`config.mk`:
```
export PLATFORM = sky130hd
export DESIGN_NAME = seq_detector_param
export DESIGN_NICKNAME = d
export VERILOG_FILES = /design/src/rtl/seq_detector_param.sv
export SDC_FILE = /design/constraint.sdc
export NUM_CORES = 1
export LEC_CHECK = 0
export BUFFER_PORTS_ARGS = -buffer_cell sky130_fd_sc_hd__buf_4
export CAP_MARGIN = 20
export CORE_MARGIN = 2
export CORE_UTILIZATION = 48
export CTS_CLUSTER_SIZE = 16
export DETAILED_ROUTE_END_ITERATION = 6
export GPL_TIMING_DRIVEN = 0
export PLACE_DENSITY = 0.74
export SYNTH_ARGS = -nofsm -noshare
export SYNTH_HDL_FRONTEND = slang
export SYNTH_SLANG_ARGS = --single-unit
```
`constraint.sdc`:
```
create_clock -name clk -period 1.7 [get_ports clk]
set_input_delay 0.34 -clock clk [delete_from_list [all_inputs] [get_ports clk]]
set_output_delay 0.34 -clock clk [all_outputs]
set_load 0.03 [all_outputs]
```
`src/rtl/seq_detector_param.sv`:
```
// Parametrised serial pattern detector with run-time pattern load, selectable
// overlap mode and optional saturating match counter (enabled by SEQ_DET_COUNT_EN).
module seq_detector_param #(
  parameter int PAT_W = 4,
  parameter int CNT_W = 8
) (
  input  logic             clk,
  input  logic             reset_n,
  input  logic             load,
  input  logic [PAT_W-1:0] pattern_in,
  input  logic             overlap,
  input  logic             x_valid,
  input  logic             x,
  output logic             z,
  output logic             armed,
  output logic [CNT_W-1:0] match_count,
  output logic             count_sat
);

  localparam int                FILL_W   = $clog2(PAT_W + 1);
  localparam logic [FILL_W-1:0] FILL_MAX = FILL_W'(PAT_W);
  localparam logic [FILL_W-1:0] FILL_THR = FILL_W'(PAT_W - 1);

  typedef enum logic {IDLE, RUN} state_e;

  state_e            state_q, state_d;
  logic [PAT_W-1:0]  hist_q, hist_d;
  logic [PAT_W-1:0]  pat_q, pat_d;
  logic [PAT_W-1:0]  shifted;
  logic [FILL_W-1:0] fill_q, fill_d;
  logic              z_q, z_d;
  logic              hit;

  always_comb begin
    shifted = {hist_q[PAT_W-2:0], x};
    // fill gating keeps the cleared history from producing false matches
    hit     = (state_q == RUN) && x_valid && !load &&
              (fill_q >= FILL_THR) && (shifted == pat_q);
    state_d = state_q;
    hist_d  = hist_q;
    pat_d   = pat_q;
    fill_d  = fill_q;
    z_d     = 1'b0;
    if (load) begin
      state_d = RUN;
      pat_d   = pattern_in;
      hist_d  = '0;
      fill_d  = '0;
    end else if (state_q == RUN && x_valid) begin
      hist_d = shifted;
      z_d    = hit;
      if (hit && !overlap) begin
        fill_d = '0;
      end else if (fill_q != FILL_MAX) begin
        fill_d = fill_q + FILL_W'(1);
      end
    end
  end

  always_ff @(posedge clk or negedge reset_n) begin
    if (!reset_n) begin
      state_q <= IDLE;
      hist_q  <= '0;
      pat_q   <= '0;
      fill_q  <= '0;
      z_q     <= 1'b0;
    end else begin
      state_q <= state_d;
      hist_q  <= hist_d;
      pat_q   <= pat_d;
      fill_q  <= fill_d;
      z_q     <= z_d;
    end
  end

  assign z     = z_q;
  assign armed = (state_q == RUN);

`ifdef SEQ_DET_COUNT_EN
  logic [CNT_W-1:0] cnt_q, cnt_d;

  always_comb begin
    cnt_d = cnt_q;
    if (load) begin
      cnt_d = '0;
    end else if (hit && (cnt_q != '1)) begin
      cnt_d = cnt_q + CNT_W'(1);
    end
  end

  always_ff @(posedge clk or negedge reset_n) begin
    if (!reset_n) begin
      cnt_q <= '0;
    end else begin
      cnt_q <= cnt_d;
    end
  end

  assign match_count = cnt_q;
  assign count_sat   = &cnt_q;
`else
  assign match_count = '0;
  assign count_sat   = 1'b0;
`endif

endmodule

```
Word level (Yosys, flattened, before mapping)
Cells that the tools add are included.
{"block": "word_totals", "in_bits": 10, "wordCells": 27, "output_inout_bits": 11, "reg_bits": 12}
{"block": "classes", "n_reduce_logical": 10, "eq_ne": 2, "add_sub_neg": 1, "n_lt_le_gt_ge": 1, "n_mux": 8}
{"cell": "$mux 3", "n": 6}
{"cell": "$logic_and 1x1->1", "n": 5}
{"cell": "$eq 4x4->1", "n": 1}
{"cell": "$add 3x1->3 const B", "n": 1}
{"cell": "$ge 3x2->1 const B", "n": 1}
{"cell": "$ne 3x3->1 const B", "n": 1}
{"cell": "$reduce_bool 3->1", "n": 1}
{"cell": "$logic_not 1->1", "n": 2}
{"cell": "$mux 1", "n": 2}
{"cell": "$reduce_and 2->1", "n": 1}
{"cell": "$reduce_bool 2->1", "n": 1}

Logic depth before layout (Yosys ltp)
Gate-level depths: netlist of run 1.
{"block": "logic_depth", "ltp_word": 8, "depth_mapped": 6}

Worst setup path after synthesis of run 1
Ideal clock, no wire load.
{"block": "synth_timing", "path_type": "register to register", "start": "register fill_q[0]", "end": "register fill_q[2]", "t_required_ps": 1608, "path_stages_with_launch": 7, "t_arrival_ps": 1392, "slack_ps": 216, "cell_sequence": "dfrtp_1 ha_1 ha_1 a211oi_2 nor3_1 and4b_4 o31ai_2"}
{"block": "synth_between", "elab_chain_len": 7, "elab_cells_between_ends": 12, "classes_between": "add/sub: 1; order compare: 1; eq/ne: 1; mux: 4; reduce/logical: 5"}
{"item": "start: declaration", "line_no": "30", "text": "logic [FILL_W-1:0] fill_q, fill_d;"}
{"item": "start signal: assignment", "line_no": "71", "text": "fill_q <= fill_d;"}
{"item": "$ge 3x2->1", "line_no": "38", "text": "(fill_q >= FILL_THR) && (shifted == pat_q);"}
{"item": "$logic_and 1x1->1", "line_no": "37", "text": "hit = (state_q == RUN) && x_valid && !load &&"}
{"item": "$logic_and 1x1->1", "line_no": "38"}
{"item": "$logic_and 1x1->1", "line_no": "52", "text": "if (hit && !overlap) begin"}
{"item": "$mux 3", "line_no": "52"}
{"item": "$mux 3", "line_no": "49", "text": "end else if (state_q == RUN && x_valid) begin"}
{"item": "$mux 3", "line_no": "44", "text": "if (load) begin"}
Several ways; a longest one is shown, not always the timed one. The select of a mux whose other input is x is not followed.
A chain may end at the register's enable or synchronous reset.

Worst setup path in the final report of run 1
{"block": "layout_timing", "start": "register fill_q[1]", "end": "register fill_q[2]"}
Same word-level chain as after synthesis.

==> results of run 1 <==
## sequential cells by signal, summed over array words and instances (netlist names)
register / count
armed: 1
fill_q: 3
hist_q: 3
pat_q: 4
z: 1
## how the worst max path moves through the flow
stage,from,end,slack [ps],depth (start not counted)
2_1_floorplan,fill_q[0]$_DFFE_PN0P_,fill_q[2]$_DFFE_PN0P_,220,6
3_3_place_gp,fill_q[1]$_DFFE_PN0P_,fill_q[2]$_DFFE_PN0P_,130,6
3_5_place_dp,fill_q[1]$_DFFE_PN0P_,fill_q[2]$_DFFE_PN0P_,120,6
4_1_cts,fill_q[1]$_DFFE_PN0P_,fill_q[2]$_DFFE_PN0P_,100,6
5_1_grt,fill_q[1]$_DFFE_PN0P_,fill_q[1]$_DFFE_PN0P_,10,6
6_report,fill_q[1]$_DFFE_PN0P_,fill_q[2]$_DFFE_PN0P_,120,6
## worst max-delay path, delay by kind of cell, from the launching register on
kind / cells / cell delay (ps)
flops: 1 / 430
compound gates: 2 / 390
simple gates: 2 / 290
fa+ha+maj: 2 / 390
## area by class of cell
type                       count  share of cell area [%]
buffer                        10                    8.72
clock buffer                   3                    2.71
inverter                       3                    1.35
multi-input combinational     46                    37.7
sequential                    12                    36.1
tap                           15                    2.26
timing repair buffer          12                    11.1
## cell families (layout without fill, tap and decap cells)
family                   Yosys count  after routing
XOR/XNOR                           5              5
multiplexers                       5              5
AO/OA/AOI/OAI                      6              6
AND/OR/NAND/NOR                   18             18
adder cells (fa/ha/maj)            3              3
buffers and inverters             13             28
other                              1              9
flip-flops                        12             12
## report_power, final
part	switching (mW)	internal, mW
clock	0.0894	0.0819
sequential	0.0205	0.307
combinational	0.0770	0.0716
total	0.187	0.461
## what timing repair did
action | in CTS | in global routing
setup endpoints to repair | 0 | 0
hold buffers | 1 | 0
endpoints found under the hold margin | 12 | 0
## metal layers
layer / vias up / wire [µm]
met5: - / 0
met3: 0 / 80
met4: 0 / 0
met2: 18 / 551
met1: 224 / 498
li1: 239 / -
## Yosys cell counts
master and instances:
xnor2_1 2, or2_2 1, nand3b_1 1, mux2_2 4, ha_1 3, mux2i_1 1, nor3_1 3, nand2_1 4
nand3_1 5, buf_4 9, a211oi_2 1, inv_1 3, a21oi_1 3, conb_1 1, nor2_1 2, buf_2 1
nand2_2 1, xor2_1 3, dfrtp_1 12, o21a_1 1, and4b_4 1, o31ai_2 1
## per-stage QoR
step           instance area, µm²  utilization [%]  cells
6_report                      832             63.9    101
5_1_grt                       832             63.9    101
4_1_cts                       832             63.9    101
3_5_place_dp                  800             61.4     97
3_3_place_gp                  800             61.4     97
2_1_floorplan                 698                -     71
## layout by cell type (no fill, tap or decap), types with 4 or more instances in the layout
| cell | Yosys | final |
|---|---|---|
| buf_4 | 9 | 20 |
| conb_1 | 1 | 9 |
| dfrtp_1 | 12 | 12 |
| mux2_2 | 4 | 4 |
| nand2_1 | 4 | 4 |
| nand3_1 | 5 | 5 |
==> flow_summary.json, run 1 <==
{
  "status": "finished, final reports clean",
  "grt_pass1_vias": 473,
  "avgSynthCellArea_um2": 10.6,
  "grt_usage_pct": 17.5,
  "wl_per_cell_um": 11.2,
  "pre_cts_ws_ps": 122,
  "rsz0062_at_grt": "no",
  "fillers": 113,
  "grt_util_met1_pct": 19.3,
  "dr_total_vias": 481,
  "pin_count": 21,
  "timing.final.ws_setup_ps": 120,
  "antennaDiodeCount": 0,
  "cts_buffers": 3,
  "p_leak_nw": 0.412,
  "tns_ps": 0,
  "min_to": "pat_q[0]$_DFFE_PN0P_",
  "clock-root-buffer": "clkbuf_4",
  "grt_pass1_wl_mm": 1.88,
  "rr_worst_depth": 6,
  "maxSlewViolCount": 0,
  "grt_use_met2_pct": 31.3,
  "synth_top_area_cell": "dfrtp_1",
  "grt_max_degree": 13,
  "syn_area_um2": 668,
  "synth-compound-area-share_pct": 7.12,
  "setup_viol": 0,
  "ys_ff_latch": 12,
  "cts_setup_buffers": 0,
  "place.gp.congestion": 0.720,
  "seqCellArea_um2": 300,
  "yosys-top-cells-area": "dfrtp_1 45%, buf_4 10%, mux2_2 6.7%",
  "drcViolationCount": 0,
  "cp.required_ps": 1880,
  "syn_inst": 63,
  "crit_top_cell": "ha_1",
  "skew_ps": 0.715,
  "synth_top_family_by_area": "simple AND/OR/NAND/NOR gates",
  "r2r_start": "fill_q[1]$_DFFE_PN0P_",
  "multi_input_area_um2": 314,
  "hold_depth": 2,
  "post-route-min-period_ps": 1580,
  "reg2reg_to": "fill_q[2]$_DFFE_PN0P_",
  "yosysWarnings": 0,
  "ir_drop_mv": 0.383,
  "fin_total_pwr_uw": 648,
  "viasPerCell": 4.76,
  "hold_viol_final": 0,
  "hold_start": "pattern_in[0]",
  "holdWs_ps": 303,
  "crit_chain": "ha_1 -> ha_1 -> a211oi_2 -> nor3_1 -> and4b_4 -> o31ai_2",
  "ys_types": 22,
  "cts_tree": "yes",
  "cpPeakStageDelay_ps": 430,
  "die_w_um": 41.3,
  "hold_path_class": "in2reg",
  "path_clk_slew_ps": 70,
  "critPathKind": "reg2reg",
  "met3_usage_pct": 4.79,
  "busiest_layer": "met2",
  "synth.area.mux_share_pct": 8.24,
  "cts_buffer_depth": 2,
  "slowest_stage": "dfrtp_1",
  "ys_seq_area_share_pct": 44.9,
  "critPathMaxFanout": 4,
  "cp.arrival_ps": 1760,
  "cts_max_level": 1,
  "r2r_slack_ps": 120,
  "hpwl_um": 869,
  "synthXorXnorAreaFrac_pct": 6.55,
  "die_h_um": 41.3,
  "area_growth_pct": 24.5,
  "antenna_found_initial": 0,
  "startpoint_type": "flip-flop",
  "clock-sinks": 12,
  "grt.overflow.total": 0,
  "cp-end-kind": "flip-flop",
  "synth_fa_ha_area_share_pct": 5.62,
  "dieArea_um2": 1710,
  "drtIter0Drc": 10,
  "maxCapViolCount": 0,
  "synth_top_cell_area_share_pct": 44.9,
  "wl_mm": 1.13,
  "power.density_nw_per_um2": 778,
  "fmax_mhz": 633,
  "io_buffer_count": 11,
  "finalCritPeriodShare_pct": 93.0,
  "synthSimpleGateAreaFrac_pct": 14.4,
  "nNetsFinal": 101,
  "rows": 13,
  "coreArea_um2": 1300,
  "clkLatencyLatePin_ps": 270,
  "drt_first_pass_iters": 2,
  "start_util_pct": 51.3,
  "postRouteAntennaNets": 0,
  "postCtsResizedCells": 0,
  "drive_gt1_share_pct": 38.4
}
Note: power is estimated with default switching activity, not from simulation.
==> run 2, diff against run 1 <==
Settings changed: CORE_UTILIZATION 48 to 47, GPL_TIMING_DRIVEN 0 to not set, PLACE_DENSITY 0.74 to 0.72.
==> run 2 against run 1 <==
Total power shrank 3.0%. Routed wire length shrank 9.1%. Utilization shrank 5.9 points. Flip-flop and latch count is the same. Critical endpoint unchanged.
==> flow_summary.json, run 2 (synthesis gave the netlist of run 1 again) <==
{
  "status": "finished, final reports clean",
  "layout_common_cells": "12 x dfrtp_1, 11 x buf_4, 9 x conb_1, 5 x nand3_1",
  "cpLargestDelayFamily": "adder cells",
  "cp.arrival_ps": 1770,
  "antennaDiodeCount": 0,
  "critPathKind": "reg2reg",
  "power.density_nw_per_um2": 822,
  "path_clk_slew_ps": 70,
  "largest-register": "pat_q",
  "critPathMaxFanout": 3,
  "coreArea_um2": 1320,
  "grt_use_met2_pct": 24.4,
  "cp-end-kind": "flip-flop",
  "skew_ps": 1.67,
  "ir_drop_mv": 0.505,
  "cts_setup_buffers": 0,
  "cts_buffer_depth": 2,
  "r2r_slack_ps": 110,
  "p_leak_nw": 0.361,
  "fmax_mhz": 628,
  "antenna_found_initial": 0,
  "grt_usage_pct": 14.0,
  "grt_max_degree": 14,
  "largest_registers": "pat_q x4, fill_q x3, hist_q x3",
  "critPathBufInv": 0,
  "cts_buffers": 3,
  "pre_cts_ws_ps": 83.8,
  "largest_reg_flops": 4,
  "grt_util_met1_pct": 16.5,
  "placed_cells": 87,
  "p_sw_uw": 180,
  "rows": 13,
  "dr_total_vias": 452,
  "start_util_pct": 50.7,
  "hpwl_um": 805,
  "reg2reg_to": "fill_q[2]$_DFFE_PN0P_",
  "dieArea_um2": 1740,
  "drt_first_pass_iters": 3,
  "post-route-min-period_ps": 1590,
  "pin_count": 21,
  "swShare_pct": 28.7,
  "clkLatencyLatePin_ps": 260,
  "startpoint": "fill_q[0]$_DFFE_PN0P_",
  "crit_chain": "ha_1 -> ha_1 -> a211oi_2 -> nor3_1 -> and4b_4 -> o31ai_2",
  "area_growth_pct": 14.4,
  "met3_usage_pct": 1.74,
  "grt_pass1_vias": 447,
  "setup_viol": 0,
  "maxCapViolCount": 0,
  "crit_top_cell": "ha_1",
  "maxSlewViolCount": 0,
  "rr_worst_depth": 6,
  "hold_path_class": "in2reg",
  "cp.required_ps": 1880,
  "clock-sinks": 12,
  "p_seq_share_pct": 52.1,
  "pwr-share-comb_pct": 21.7,
  "grt_pass1_wl_mm": 1.85,
  "die_w_um": 41.7,
  "cts_max_level": 1,
  "intPower_uw": 448,
  "drtIter0Drc": 1,
  "busiest_layer": "met2",
  "instances_no_fill": 91,
  "wl_mm": 1.03,
  "grt.overflow.total": 0,
  "nNetsFinal": 91,
  "timing.final.ws_setup_ps": 108,
  "rsz0062_at_grt": "no",
  "place.gp.congestion": 0.758,
  "viasPerCell": 4.97,
  "postRouteAntennaNets": 0,
  "die_h_um": 41.7,
  "drive_gt1_share_pct": 31.6,
  "startpoint_type": "flip-flop",
  "utilization_pct": 58.0,
  "finalCritPeriodShare_pct": 93.7,
  "r2r_start": "fill_q[0]$_DFFE_PN0P_",
  "cp.depth": 6,
  "drcViolationCount": 0,
  "tns_ps": 0,
  "final_common_cell": "dfrtp_1",
  "pwr-share-clk_pct": 26.1,
  "cts_tree": "yes",
  "io_buffer_count": 11,
  "crit_path_end": "fill_q[2]$_DFFE_PN0P_",
  "clock-root-buffer": "clkbuf_4",
  "cpPeakStageDelay_ps": 410,
  "hold_viol_final": 0,
  "wl_per_cell_um": 11.3,
  "slowest_stage": "dfrtp_1"
}
[run 2: cell type report]
class | instances | area [µm²]
Fill cell | 111 | 553
Multi-Input combinational cell | 46 | 319
Sequential cell | 12 | 300
Timing Repair Buffer | 12 | 92.6
Clock buffer | 3 | 22.5
Tap cell | 15 | 18.8
Inverter | 3 | 11.3
[run 2: how the worst min path moves through the flow]
stage | start | end | slack, ps | cells after the start
detailed placement | reset_n | pat_q[2]$_DFFE_PN0P_ | 190 | 1
finish | pattern_in[2] | pat_q[2]$_DFFE_PN0P_ | 310 | 2
global route | pattern_in[3] | pat_q[3]$_DFFE_PN0P_ | 300 | 2
CTS | pattern_in[1] | pat_q[1]$_DFFE_PN0P_ | 300 | 2
global placement | reset_n | pat_q[2]$_DFFE_PN0P_ | 180 | 1
floorplan | reset_n | armed$_DFFE_PN0P_ | 40 | 0
[run 2: what timing repair did]
| item | in CTS | in global routing |
|---|---|---|
| endpoints found under the hold margin | 12 | 0 |
| resized for setup | 0 | 1 |
| setup endpoints to repair | 0 | 1 |
| hold buffers | 1 | 0 |
[run 2: power groups by stage]
stage          registers [mW]  clock network (mW)  logic, mW
2_1_floorplan           0.329                   0      0.112
3_3_place_gp            0.332                   0      0.131
3_5_place_dp            0.333                   0      0.133
4_1_cts                 0.327               0.171      0.136
5_1_grt                 0.330               0.189      0.152
6_report                0.327               0.164      0.136
[run 2: through the flow]
step / instance area (µm²) / hold WS, ps / total power, mW
after floorplan: 698 / 44.4 / 0.441
after global placement: 727 / 185 / 0.463
after detailed placement: 727 / 187 / 0.466
after CTS: 759 / 301 / 0.635
after global routing: 764 / 302 / 0.671
final: 764 / 309 / 0.628
[run 2: layer usage]
metal	wire length, µm	vias up
li1	-	221
met1	469	219
met2	510	12
met3	46	0
met4	0	0
met5	0	-
